## src/rtl/issue_dispatcher_if.sv

```systemverilog
// Bundle of every non-clock, non-reset signal between the issue dispatcher
// and its neighbours: decoder, ROB, register file, reservation station,
// load/store buffer and the common data bus.
interface issue_dispatcher_if #(
   parameter int TAG_W = 4,
   parameter int XLEN  = 32
);
   logic             rdy;
   logic             flush;

   logic             id_valid;
   logic             id_ready;
   logic [5:0]       id_op;
   logic             id_is_mem;
   logic [XLEN-1:0]  id_pc;
   logic [XLEN-1:0]  id_imm;
   logic [4:0]       id_rs1;
   logic [4:0]       id_rs2;
   logic [4:0]       id_rd;

   logic             rob_free;
   logic [TAG_W-1:0] rob_tag;
   logic             rob_alloc;

   logic [4:0]       rf_rs1;
   logic [4:0]       rf_rs2;
   logic             rf_busy1;
   logic             rf_busy2;
   logic [TAG_W-1:0] rf_tag1;
   logic [TAG_W-1:0] rf_tag2;
   logic [XLEN-1:0]  rf_val1;
   logic [XLEN-1:0]  rf_val2;

   logic             rf_ren_we;
   logic [4:0]       rf_ren_rd;
   logic [TAG_W-1:0] rf_ren_tag;

   logic             rs_full;
   logic             rs_we;
   logic             lsb_full;
   logic             lsb_we;

   logic             cdb_valid;
   logic [TAG_W-1:0] cdb_tag;
   logic [XLEN-1:0]  cdb_value;

   logic [5:0]       ds_op;
   logic [XLEN-1:0]  ds_pc;
   logic [XLEN-1:0]  ds_imm;
   logic [XLEN-1:0]  ds_v1;
   logic [XLEN-1:0]  ds_v2;
   logic [TAG_W-1:0] ds_q1;
   logic [TAG_W-1:0] ds_q2;
   logic             ds_b1;
   logic             ds_b2;
   logic [4:0]       ds_rd;
   logic [TAG_W-1:0] ds_tag;

   // Environment side: drives decoder, ROB, regfile, target and CDB inputs.
   modport master (
      output rdy, flush,
      output id_valid, id_op, id_is_mem, id_pc, id_imm, id_rs1, id_rs2, id_rd,
      output rob_free, rob_tag,
      output rf_busy1, rf_busy2, rf_tag1, rf_tag2, rf_val1, rf_val2,
      output rs_full, lsb_full,
      output cdb_valid, cdb_tag, cdb_value,
      input  id_ready, rob_alloc, rf_rs1, rf_rs2,
      input  rf_ren_we, rf_ren_rd, rf_ren_tag,
      input  rs_we, lsb_we,
      input  ds_op, ds_pc, ds_imm, ds_v1, ds_v2, ds_q1, ds_q2,
      input  ds_b1, ds_b2, ds_rd, ds_tag
   );

   // Dispatcher side.
   modport slave (
      input  rdy, flush,
      input  id_valid, id_op, id_is_mem, id_pc, id_imm, id_rs1, id_rs2, id_rd,
      input  rob_free, rob_tag,
      input  rf_busy1, rf_busy2, rf_tag1, rf_tag2, rf_val1, rf_val2,
      input  rs_full, lsb_full,
      input  cdb_valid, cdb_tag, cdb_value,
      output id_ready, rob_alloc, rf_rs1, rf_rs2,
      output rf_ren_we, rf_ren_rd, rf_ren_tag,
      output rs_we, lsb_we,
      output ds_op, ds_pc, ds_imm, ds_v1, ds_v2, ds_q1, ds_q2,
      output ds_b1, ds_b2, ds_rd, ds_tag
   );
endinterface

```

## src/rtl/issue_dispatcher.sv

```systemverilog
// In-order issue dispatcher: buffers decoded instructions in a small FIFO,
// and once per cycle renames the head, resolves its source operands against
// the register file and the CDB, and writes it to the reservation station
// (ALU ops) or the load/store buffer (memory ops) one cycle later.
module issue_dispatcher #(
   parameter int DEPTH = 4,
   parameter int TAG_W = 4,
   parameter int XLEN  = 32
) (
   input logic              clk,
   input logic              rst,
   issue_dispatcher_if.slave bus
);
   localparam int PTR_W = $clog2(DEPTH);
   localparam int CNT_W = PTR_W + 1;

   typedef struct packed {
      logic [XLEN-1:0]  v;
      logic [TAG_W-1:0] q;
      logic             b;
   } operand_t;

   logic [5:0]       q_op     [DEPTH];
   logic             q_is_mem [DEPTH];
   logic [XLEN-1:0]  q_pc     [DEPTH];
   logic [XLEN-1:0]  q_imm    [DEPTH];
   logic [4:0]       q_rs1    [DEPTH];
   logic [4:0]       q_rs2    [DEPTH];
   logic [4:0]       q_rd     [DEPTH];

   logic [PTR_W-1:0] head;
   logic [PTR_W-1:0] tail;
   logic [CNT_W-1:0] count;

   logic             enq;
   logic             fire;
   logic             head_is_mem;
   logic [4:0]       head_rd;
   operand_t         opnd1;
   operand_t         opnd2;

   // Operand priority: x0 is a hard zero, then a ready regfile value, then a
   // same-cycle CDB broadcast of the awaited tag, otherwise wait on the tag.
   function automatic operand_t resolve(
      input logic [4:0]       idx,
      input logic             busy,
      input logic [TAG_W-1:0] tag,
      input logic [XLEN-1:0]  val,
      input logic             cdb_valid,
      input logic [TAG_W-1:0] cdb_tag,
      input logic [XLEN-1:0]  cdb_value
   );
      operand_t r;
      r = '0;
      if (idx == 5'd0) begin
         r = '0;
      end else if (!busy) begin
         r.v = val;
      end else if (cdb_valid && (cdb_tag == tag)) begin
         r.v = cdb_value;
      end else begin
         r.q = tag;
         r.b = 1'b1;
      end
      return r;
   endfunction

   assign head_is_mem = q_is_mem[head];
   assign head_rd     = q_rd[head];

   assign bus.id_ready = (count < CNT_W'(DEPTH));
   assign enq  = bus.rdy && bus.id_valid && bus.id_ready && !bus.flush;
   assign fire = bus.rdy && !bus.flush && (count != '0) && bus.rob_free &&
                 (head_is_mem ? !bus.lsb_full : !bus.rs_full);

   assign bus.rf_rs1     = q_rs1[head];
   assign bus.rf_rs2     = q_rs2[head];
   assign bus.rob_alloc  = fire;
   assign bus.rf_ren_we  = fire && (head_rd != 5'd0);
   assign bus.rf_ren_rd  = head_rd;
   assign bus.rf_ren_tag = bus.rob_tag;

   // Resolve both head operands every cycle; only captured on fire.
   always_comb begin
      opnd1 = resolve(q_rs1[head], bus.rf_busy1, bus.rf_tag1, bus.rf_val1,
                      bus.cdb_valid, bus.cdb_tag, bus.cdb_value);
      opnd2 = resolve(q_rs2[head], bus.rf_busy2, bus.rf_tag2, bus.rf_val2,
                      bus.cdb_valid, bus.cdb_tag, bus.cdb_value);
   end

   // Queue payload storage; contents are don't-care outside head..tail.
   always_ff @(posedge clk) begin
      if (enq) begin
         q_op[tail]     <= bus.id_op;
         q_is_mem[tail] <= bus.id_is_mem;
         q_pc[tail]     <= bus.id_pc;
         q_imm[tail]    <= bus.id_imm;
         q_rs1[tail]    <= bus.id_rs1;
         q_rs2[tail]    <= bus.id_rs2;
         q_rd[tail]     <= bus.id_rd;
      end
   end

   // Pointers and occupancy; flush empties the queue and beats enq/fire.
   always_ff @(posedge clk or negedge rst) begin
      if (!rst) begin
         head  <= '0;
         tail  <= '0;
         count <= '0;
      end else if (bus.rdy && bus.flush) begin
         head  <= '0;
         tail  <= '0;
         count <= '0;
      end else begin
         if (enq)  tail <= tail + PTR_W'(1);
         if (fire) head <= head + PTR_W'(1);
         case ({enq, fire})
            2'b10:   count <= count + CNT_W'(1);
            2'b01:   count <= count - CNT_W'(1);
            default: count <= count;
         endcase
      end
   end

   // Target write strobes follow fire by one cycle and drop otherwise.
   always_ff @(posedge clk or negedge rst) begin
      if (!rst) begin
         bus.rs_we  <= 1'b0;
         bus.lsb_we <= 1'b0;
      end else begin
         bus.rs_we  <= fire && !head_is_mem;
         bus.lsb_we <= fire && head_is_mem;
      end
   end

   // Dispatch bus captures the head and its resolved operands on fire.
   always_ff @(posedge clk or negedge rst) begin
      if (!rst) begin
         bus.ds_op  <= '0;
         bus.ds_pc  <= '0;
         bus.ds_imm <= '0;
         bus.ds_v1  <= '0;
         bus.ds_v2  <= '0;
         bus.ds_q1  <= '0;
         bus.ds_q2  <= '0;
         bus.ds_b1  <= 1'b0;
         bus.ds_b2  <= 1'b0;
         bus.ds_rd  <= '0;
         bus.ds_tag <= '0;
      end else if (fire) begin
         bus.ds_op  <= q_op[head];
         bus.ds_pc  <= q_pc[head];
         bus.ds_imm <= q_imm[head];
         bus.ds_v1  <= opnd1.v;
         bus.ds_v2  <= opnd2.v;
         bus.ds_q1  <= opnd1.q;
         bus.ds_q2  <= opnd2.q;
         bus.ds_b1  <= opnd1.b;
         bus.ds_b2  <= opnd2.b;
         bus.ds_rd  <= head_rd;
         bus.ds_tag <= bus.rob_tag;
      end
   end
endmodule

```

## src/flat_wrapper.sv

```systemverilog
// flat-port wrapper written by rule: the top's interface ports become plain ports
module issue_dispatcher_flat 
#(
   parameter int DEPTH = 4,
   parameter int TAG_W = 4,
   parameter int XLEN  = 32
)
  (clk, rst, bus_rdy, bus_flush, bus_id_valid, bus_id_op, bus_id_is_mem, bus_id_pc, bus_id_imm, bus_id_rs1, bus_id_rs2, bus_id_rd, bus_rob_free, bus_rob_tag, bus_rf_busy1, bus_rf_busy2, bus_rf_tag1, bus_rf_tag2, bus_rf_val1, bus_rf_val2, bus_rs_full, bus_lsb_full, bus_cdb_valid, bus_cdb_tag, bus_cdb_value, bus_id_ready, bus_rob_alloc, bus_rf_rs1, bus_rf_rs2, bus_rf_ren_we, bus_rf_ren_rd, bus_rf_ren_tag, bus_rs_we, bus_lsb_we, bus_ds_op, bus_ds_pc, bus_ds_imm, bus_ds_v1, bus_ds_v2, bus_ds_q1, bus_ds_q2, bus_ds_b1, bus_ds_b2, bus_ds_rd, bus_ds_tag);
  issue_dispatcher_if #(.TAG_W(TAG_W), .XLEN(XLEN)) bus_i ();
  input logic clk;
  input logic rst;
  input wire logic [$bits(bus_i.rdy)-1:0] bus_rdy;
  input wire logic [$bits(bus_i.flush)-1:0] bus_flush;
  input wire logic [$bits(bus_i.id_valid)-1:0] bus_id_valid;
  input wire logic [$bits(bus_i.id_op)-1:0] bus_id_op;
  input wire logic [$bits(bus_i.id_is_mem)-1:0] bus_id_is_mem;
  input wire logic [$bits(bus_i.id_pc)-1:0] bus_id_pc;
  input wire logic [$bits(bus_i.id_imm)-1:0] bus_id_imm;
  input wire logic [$bits(bus_i.id_rs1)-1:0] bus_id_rs1;
  input wire logic [$bits(bus_i.id_rs2)-1:0] bus_id_rs2;
  input wire logic [$bits(bus_i.id_rd)-1:0] bus_id_rd;
  input wire logic [$bits(bus_i.rob_free)-1:0] bus_rob_free;
  input wire logic [$bits(bus_i.rob_tag)-1:0] bus_rob_tag;
  input wire logic [$bits(bus_i.rf_busy1)-1:0] bus_rf_busy1;
  input wire logic [$bits(bus_i.rf_busy2)-1:0] bus_rf_busy2;
  input wire logic [$bits(bus_i.rf_tag1)-1:0] bus_rf_tag1;
  input wire logic [$bits(bus_i.rf_tag2)-1:0] bus_rf_tag2;
  input wire logic [$bits(bus_i.rf_val1)-1:0] bus_rf_val1;
  input wire logic [$bits(bus_i.rf_val2)-1:0] bus_rf_val2;
  input wire logic [$bits(bus_i.rs_full)-1:0] bus_rs_full;
  input wire logic [$bits(bus_i.lsb_full)-1:0] bus_lsb_full;
  input wire logic [$bits(bus_i.cdb_valid)-1:0] bus_cdb_valid;
  input wire logic [$bits(bus_i.cdb_tag)-1:0] bus_cdb_tag;
  input wire logic [$bits(bus_i.cdb_value)-1:0] bus_cdb_value;
  output wire logic [$bits(bus_i.id_ready)-1:0] bus_id_ready;
  output wire logic [$bits(bus_i.rob_alloc)-1:0] bus_rob_alloc;
  output wire logic [$bits(bus_i.rf_rs1)-1:0] bus_rf_rs1;
  output wire logic [$bits(bus_i.rf_rs2)-1:0] bus_rf_rs2;
  output wire logic [$bits(bus_i.rf_ren_we)-1:0] bus_rf_ren_we;
  output wire logic [$bits(bus_i.rf_ren_rd)-1:0] bus_rf_ren_rd;
  output wire logic [$bits(bus_i.rf_ren_tag)-1:0] bus_rf_ren_tag;
  output wire logic [$bits(bus_i.rs_we)-1:0] bus_rs_we;
  output wire logic [$bits(bus_i.lsb_we)-1:0] bus_lsb_we;
  output wire logic [$bits(bus_i.ds_op)-1:0] bus_ds_op;
  output wire logic [$bits(bus_i.ds_pc)-1:0] bus_ds_pc;
  output wire logic [$bits(bus_i.ds_imm)-1:0] bus_ds_imm;
  output wire logic [$bits(bus_i.ds_v1)-1:0] bus_ds_v1;
  output wire logic [$bits(bus_i.ds_v2)-1:0] bus_ds_v2;
  output wire logic [$bits(bus_i.ds_q1)-1:0] bus_ds_q1;
  output wire logic [$bits(bus_i.ds_q2)-1:0] bus_ds_q2;
  output wire logic [$bits(bus_i.ds_b1)-1:0] bus_ds_b1;
  output wire logic [$bits(bus_i.ds_b2)-1:0] bus_ds_b2;
  output wire logic [$bits(bus_i.ds_rd)-1:0] bus_ds_rd;
  output wire logic [$bits(bus_i.ds_tag)-1:0] bus_ds_tag;
  assign bus_i.rdy = bus_rdy;
  assign bus_i.flush = bus_flush;
  assign bus_i.id_valid = bus_id_valid;
  assign bus_i.id_op = bus_id_op;
  assign bus_i.id_is_mem = bus_id_is_mem;
  assign bus_i.id_pc = bus_id_pc;
  assign bus_i.id_imm = bus_id_imm;
  assign bus_i.id_rs1 = bus_id_rs1;
  assign bus_i.id_rs2 = bus_id_rs2;
  assign bus_i.id_rd = bus_id_rd;
  assign bus_i.rob_free = bus_rob_free;
  assign bus_i.rob_tag = bus_rob_tag;
  assign bus_i.rf_busy1 = bus_rf_busy1;
  assign bus_i.rf_busy2 = bus_rf_busy2;
  assign bus_i.rf_tag1 = bus_rf_tag1;
  assign bus_i.rf_tag2 = bus_rf_tag2;
  assign bus_i.rf_val1 = bus_rf_val1;
  assign bus_i.rf_val2 = bus_rf_val2;
  assign bus_i.rs_full = bus_rs_full;
  assign bus_i.lsb_full = bus_lsb_full;
  assign bus_i.cdb_valid = bus_cdb_valid;
  assign bus_i.cdb_tag = bus_cdb_tag;
  assign bus_i.cdb_value = bus_cdb_value;
  assign bus_id_ready = bus_i.id_ready;
  assign bus_rob_alloc = bus_i.rob_alloc;
  assign bus_rf_rs1 = bus_i.rf_rs1;
  assign bus_rf_rs2 = bus_i.rf_rs2;
  assign bus_rf_ren_we = bus_i.rf_ren_we;
  assign bus_rf_ren_rd = bus_i.rf_ren_rd;
  assign bus_rf_ren_tag = bus_i.rf_ren_tag;
  assign bus_rs_we = bus_i.rs_we;
  assign bus_lsb_we = bus_i.lsb_we;
  assign bus_ds_op = bus_i.ds_op;
  assign bus_ds_pc = bus_i.ds_pc;
  assign bus_ds_imm = bus_i.ds_imm;
  assign bus_ds_v1 = bus_i.ds_v1;
  assign bus_ds_v2 = bus_i.ds_v2;
  assign bus_ds_q1 = bus_i.ds_q1;
  assign bus_ds_q2 = bus_i.ds_q2;
  assign bus_ds_b1 = bus_i.ds_b1;
  assign bus_ds_b2 = bus_i.ds_b2;
  assign bus_ds_rd = bus_i.ds_rd;
  assign bus_ds_tag = bus_i.ds_tag;
  issue_dispatcher #(.DEPTH(DEPTH), .TAG_W(TAG_W), .XLEN(XLEN)) u_core (.clk(clk), .rst(rst), .bus(bus_i));
endmodule
```

## config.mk

```make
export PLATFORM = sky130hd
export DESIGN_NAME = issue_dispatcher_flat
export DESIGN_NICKNAME = d
export VERILOG_FILES = /design/src/rtl/issue_dispatcher_if.sv /design/src/rtl/issue_dispatcher.sv /design/src/flat_wrapper.sv
export SDC_FILE = /design/constraint.sdc
export NUM_CORES = 1
export LEC_CHECK = 0
export ABC_AREA = 1
export BUFFER_PORTS_ARGS = -buffer_cell sky130_fd_sc_hd__buf_4
export CORE_ASPECT_RATIO = 0.6
export CORE_MARGIN = 5
export CORE_UTILIZATION = 50
export CTS_CLUSTER_DIAMETER = 50
export DETAILED_ROUTE_END_ITERATION = 8
export PLACE_DENSITY = 0.76
export SYNTH_ARGS = -nofsm -noshare
export SYNTH_HDL_FRONTEND = slang
export SYNTH_SLANG_ARGS = --single-unit
```

## constraint.sdc

```tcl
create_clock -name clk -period 4.8 [get_ports clk]
set_clock_uncertainty 0.05 [all_clocks]
set_input_delay 0.96 -clock clk [delete_from_list [all_inputs] [get_ports clk]]
set_output_delay 0.96 -clock clk [all_outputs]
set_load 0.1 [all_outputs]
```

==> out/results.tsv <==
metric	value	unit
outcome	finished clean	
end_kind	output pin	
yosysMostFrequentCell	nand2_1	
cts_inserted_buffers	48	
syn_area_per_cell	11.1	um2
rsz0062_at_grt	no	
nets	2410	
antenna_found_initial	7	
clock.fmax	251	MHz
post-cts-setup-buffer-count	0	
die_height	167	um
syn_inst	1853	
synth-async-reset-ratio	32.0	%
netlist_top_cells_area	edfxtp_1 (50%), dfrtp_1 (20%), nand2_1 (11%)	
reg2regPathDepth	8	
setup_violations	0	
cts_hold_buf	0	
avgRoutedWirePerCell	19.9	um
place_ws	1.34	ns
ir_drop	0.000491	V
worstPathRequired	3.79	ns
finalCritPeriodShare	82.9	%
slew-limit-headroom	35.1	%
power_leakage	10.9	nW
switching_power	8.15	mW
drt_wl_total	55.2	mm
setup_tns	0	ns
worst-endpoint-arrival	2.97	ns
globalRouteTotalUtil	23.8	%
drc_errors	0	
fin_area	0.0253	mm2
yosysUniqueCellTypes	33	
grt_pass1_vias	14900	
synth_edf_count	344	
drv_cap	0	
start_util	50.6	%
num_rows	57	
fin_crit	3.98	ns
power	17.0	mW
p_int	8.87	mW
tritoncts	built	
drtIter0Drc	1449	
netlist.top_cell.by_area	edfxtp_1	
power.share.clock	22.0	%
ff2ff_setup_slack	1.73	ns
htreeDepth	2	
drive_gt1_share	24.0	%
grt_overflow	0	
die_w	271	um
path_class	flip-flop to output pin	
cp-start-kind	flip-flop	
vias	14900	
grt_pass1_wl	85.8	mm
num_io_pins	386	
dieArea	0.0453	mm2
syn_area	0.0205	mm2
ys_seq_elements	506	
pwr-share-comb	44.0	%
maxSlewViolCount	0	
setup_slack	0.821	ns
critPathMaxFanout	42	
hold_viol	0	
min_path_type	primary input to async pin	
seqPwrFrac	34.0	%
antenna_left	0	
yosys_warnings	0	
grt_start_max_net_pins	91	
clockBufferDepth	3	
tightest_slew	0.974	ns
first_pass_iters	6	
r2r-end	u_core.bus.ds_b2$_DFFE_PN0P_	
clk_pin_slew	0.07	ns
regToRegStartpoint	u_core.head[0]$_DFFE_PN0P_	
synth_ff_type	edfxtp_1	
p_sw_share	47.9	%
synthToLayoutAreaGrowth	23.2	%
whs	0.396	ns
powerDensity	674	mW/mm2
clk_latency	0.56	ns
dpl-instance-area	0.0237	mm2
routabilityCongestion	0.945	
clock_sinks	506	
yosysSeqAreaShare	70.1	%
cts_resized	0	
cp-startpoint	u_core.head[1]$_DFFE_PN0P_	
yosysTopAreaCellShare	50.4	%
hpwlAfterDp	35.9	mm
cts_root_buffer	clkbuf_16	
port_buffers	385	
synth_common_cells	nand2_1 (590), edfxtp_1 (344), o21ai_0 (219), dfrtp_1 (162), nor2_1 (159)	
via_per_inst	5.38	
coreArea	0.0405	mm2
syn-num-nets	2067	
==> metal layers <==
layer	up-vias	global-route usage [%]	part of all wire, %
li1	6990	-	-
met5	-	0	0.069
met4	6	8.50	3.4
met1	7251	33.0	42
met2	533	37.7	48
met3	114	5.32	7.1
==> power groups by stage <==
stage / Combinational, mW / Sequential [mW] / Clock, mW
5_1_grt: 7.76 / 5.87 / 4.02
2_1_floorplan: 1.19 / 10.4 / 0
3_3_place_gp: 7.46 / 5.83 / 0
3_5_place_dp: 7.52 / 5.85 / 0
4_1_cts: 7.54 / 5.78 / 3.80
6_report: 7.50 / 5.78 / 3.74
==> area by class of cell <==
type / instances / area (um2)
clock buffer: 63 / 1290
sequential: 506 / 14400
antenna: 4 / 10.0
timing repair buffer: 412 / 3130
multi-input combinational: 1177 / 5320
clock inverter: 25 / 259
inverter: 51 / 194
tap: 531 / 664
fill: 3211 / 15300
==> state kept, by name (all words and copies together) (netlist names), 5 cells and up <==
name / count
u_core.bus.ds_rd: 5
u_core.q_op: 24
u_core.q_imm: 128
u_core.q_rs2: 20
u_core.q_pc: 128
u_core.bus.ds_op: 6
u_core.bus.ds_v1: 32
u_core.bus.ds_imm: 32
u_core.bus.ds_v2: 32
u_core.q_rd: 20
u_core.bus.ds_pc: 32
u_core.q_rs1: 20
==> worst max-delay path by stage <==
stage / end / slack (ns) / cells past startpoint
global route: bus_rf_ren_we / 0.60 / 7
floorplan: u_core.q_imm[0][0]$_DFFE_PP_ / -0.72 / 4
global placement: bus_rf_ren_we / 1.34 / 7
CTS: bus_rf_ren_we / 0.72 / 7
detailed placement: bus_rf_ren_we / 1.34 / 7
finish: bus_rf_ren_we / 0.82 / 7
==> cells by family after synthesis <==
kind of cell / count (synthesis) / synth area share [%]
simple gates: 849 / 16.8
flops: 506 / 70.1
compound gates: 322 / 8.49
buf+inv: 170 / 4.17
fa+ha+maj: 5 / 0.342
xor+xnor: 1 / 0.0427
==> placed cells by master, fill, tap and decap left out, types with 8 or more instances in the layout <==
master,instances
clkinv_1,8
o21ai_0,219
nand3_1,51
edfxtp_1,344
nor2_1,155
o22ai_1,73
buf_4,408
inv_1,45
nand3_2,11
nand2_1,590
clkbuf_16,48
nand2_2,25
a21oi_1,15
clkbuf_1,12
dfrtp_1,160
==> per-stage QoR <==
| stage | util (%) | instances |
|---|---|---|
| 6_report | 62.3 | 2769 |
| 5_1_grt | 62.3 | 2769 |
| 4_1_cts | 62.3 | 2765 |
| 3_5_place_dp | 58.5 | 2677 |
| 3_3_place_gp | 58.5 | 2677 |
| 2_1_floorplan | - | 1853 |
==> critical path, cell delays in order (launching register included) <==
cell	delay (ns)
dfrtp_4	0.51
buf_4	0.45
buf_4	0.47
o21ai_0	0.19
o22ai_2	0.26
nor3_1	0.09
nor2_1	0.11
buf_4	0.32
Note: power is estimated with default switching activity, not from simulation.
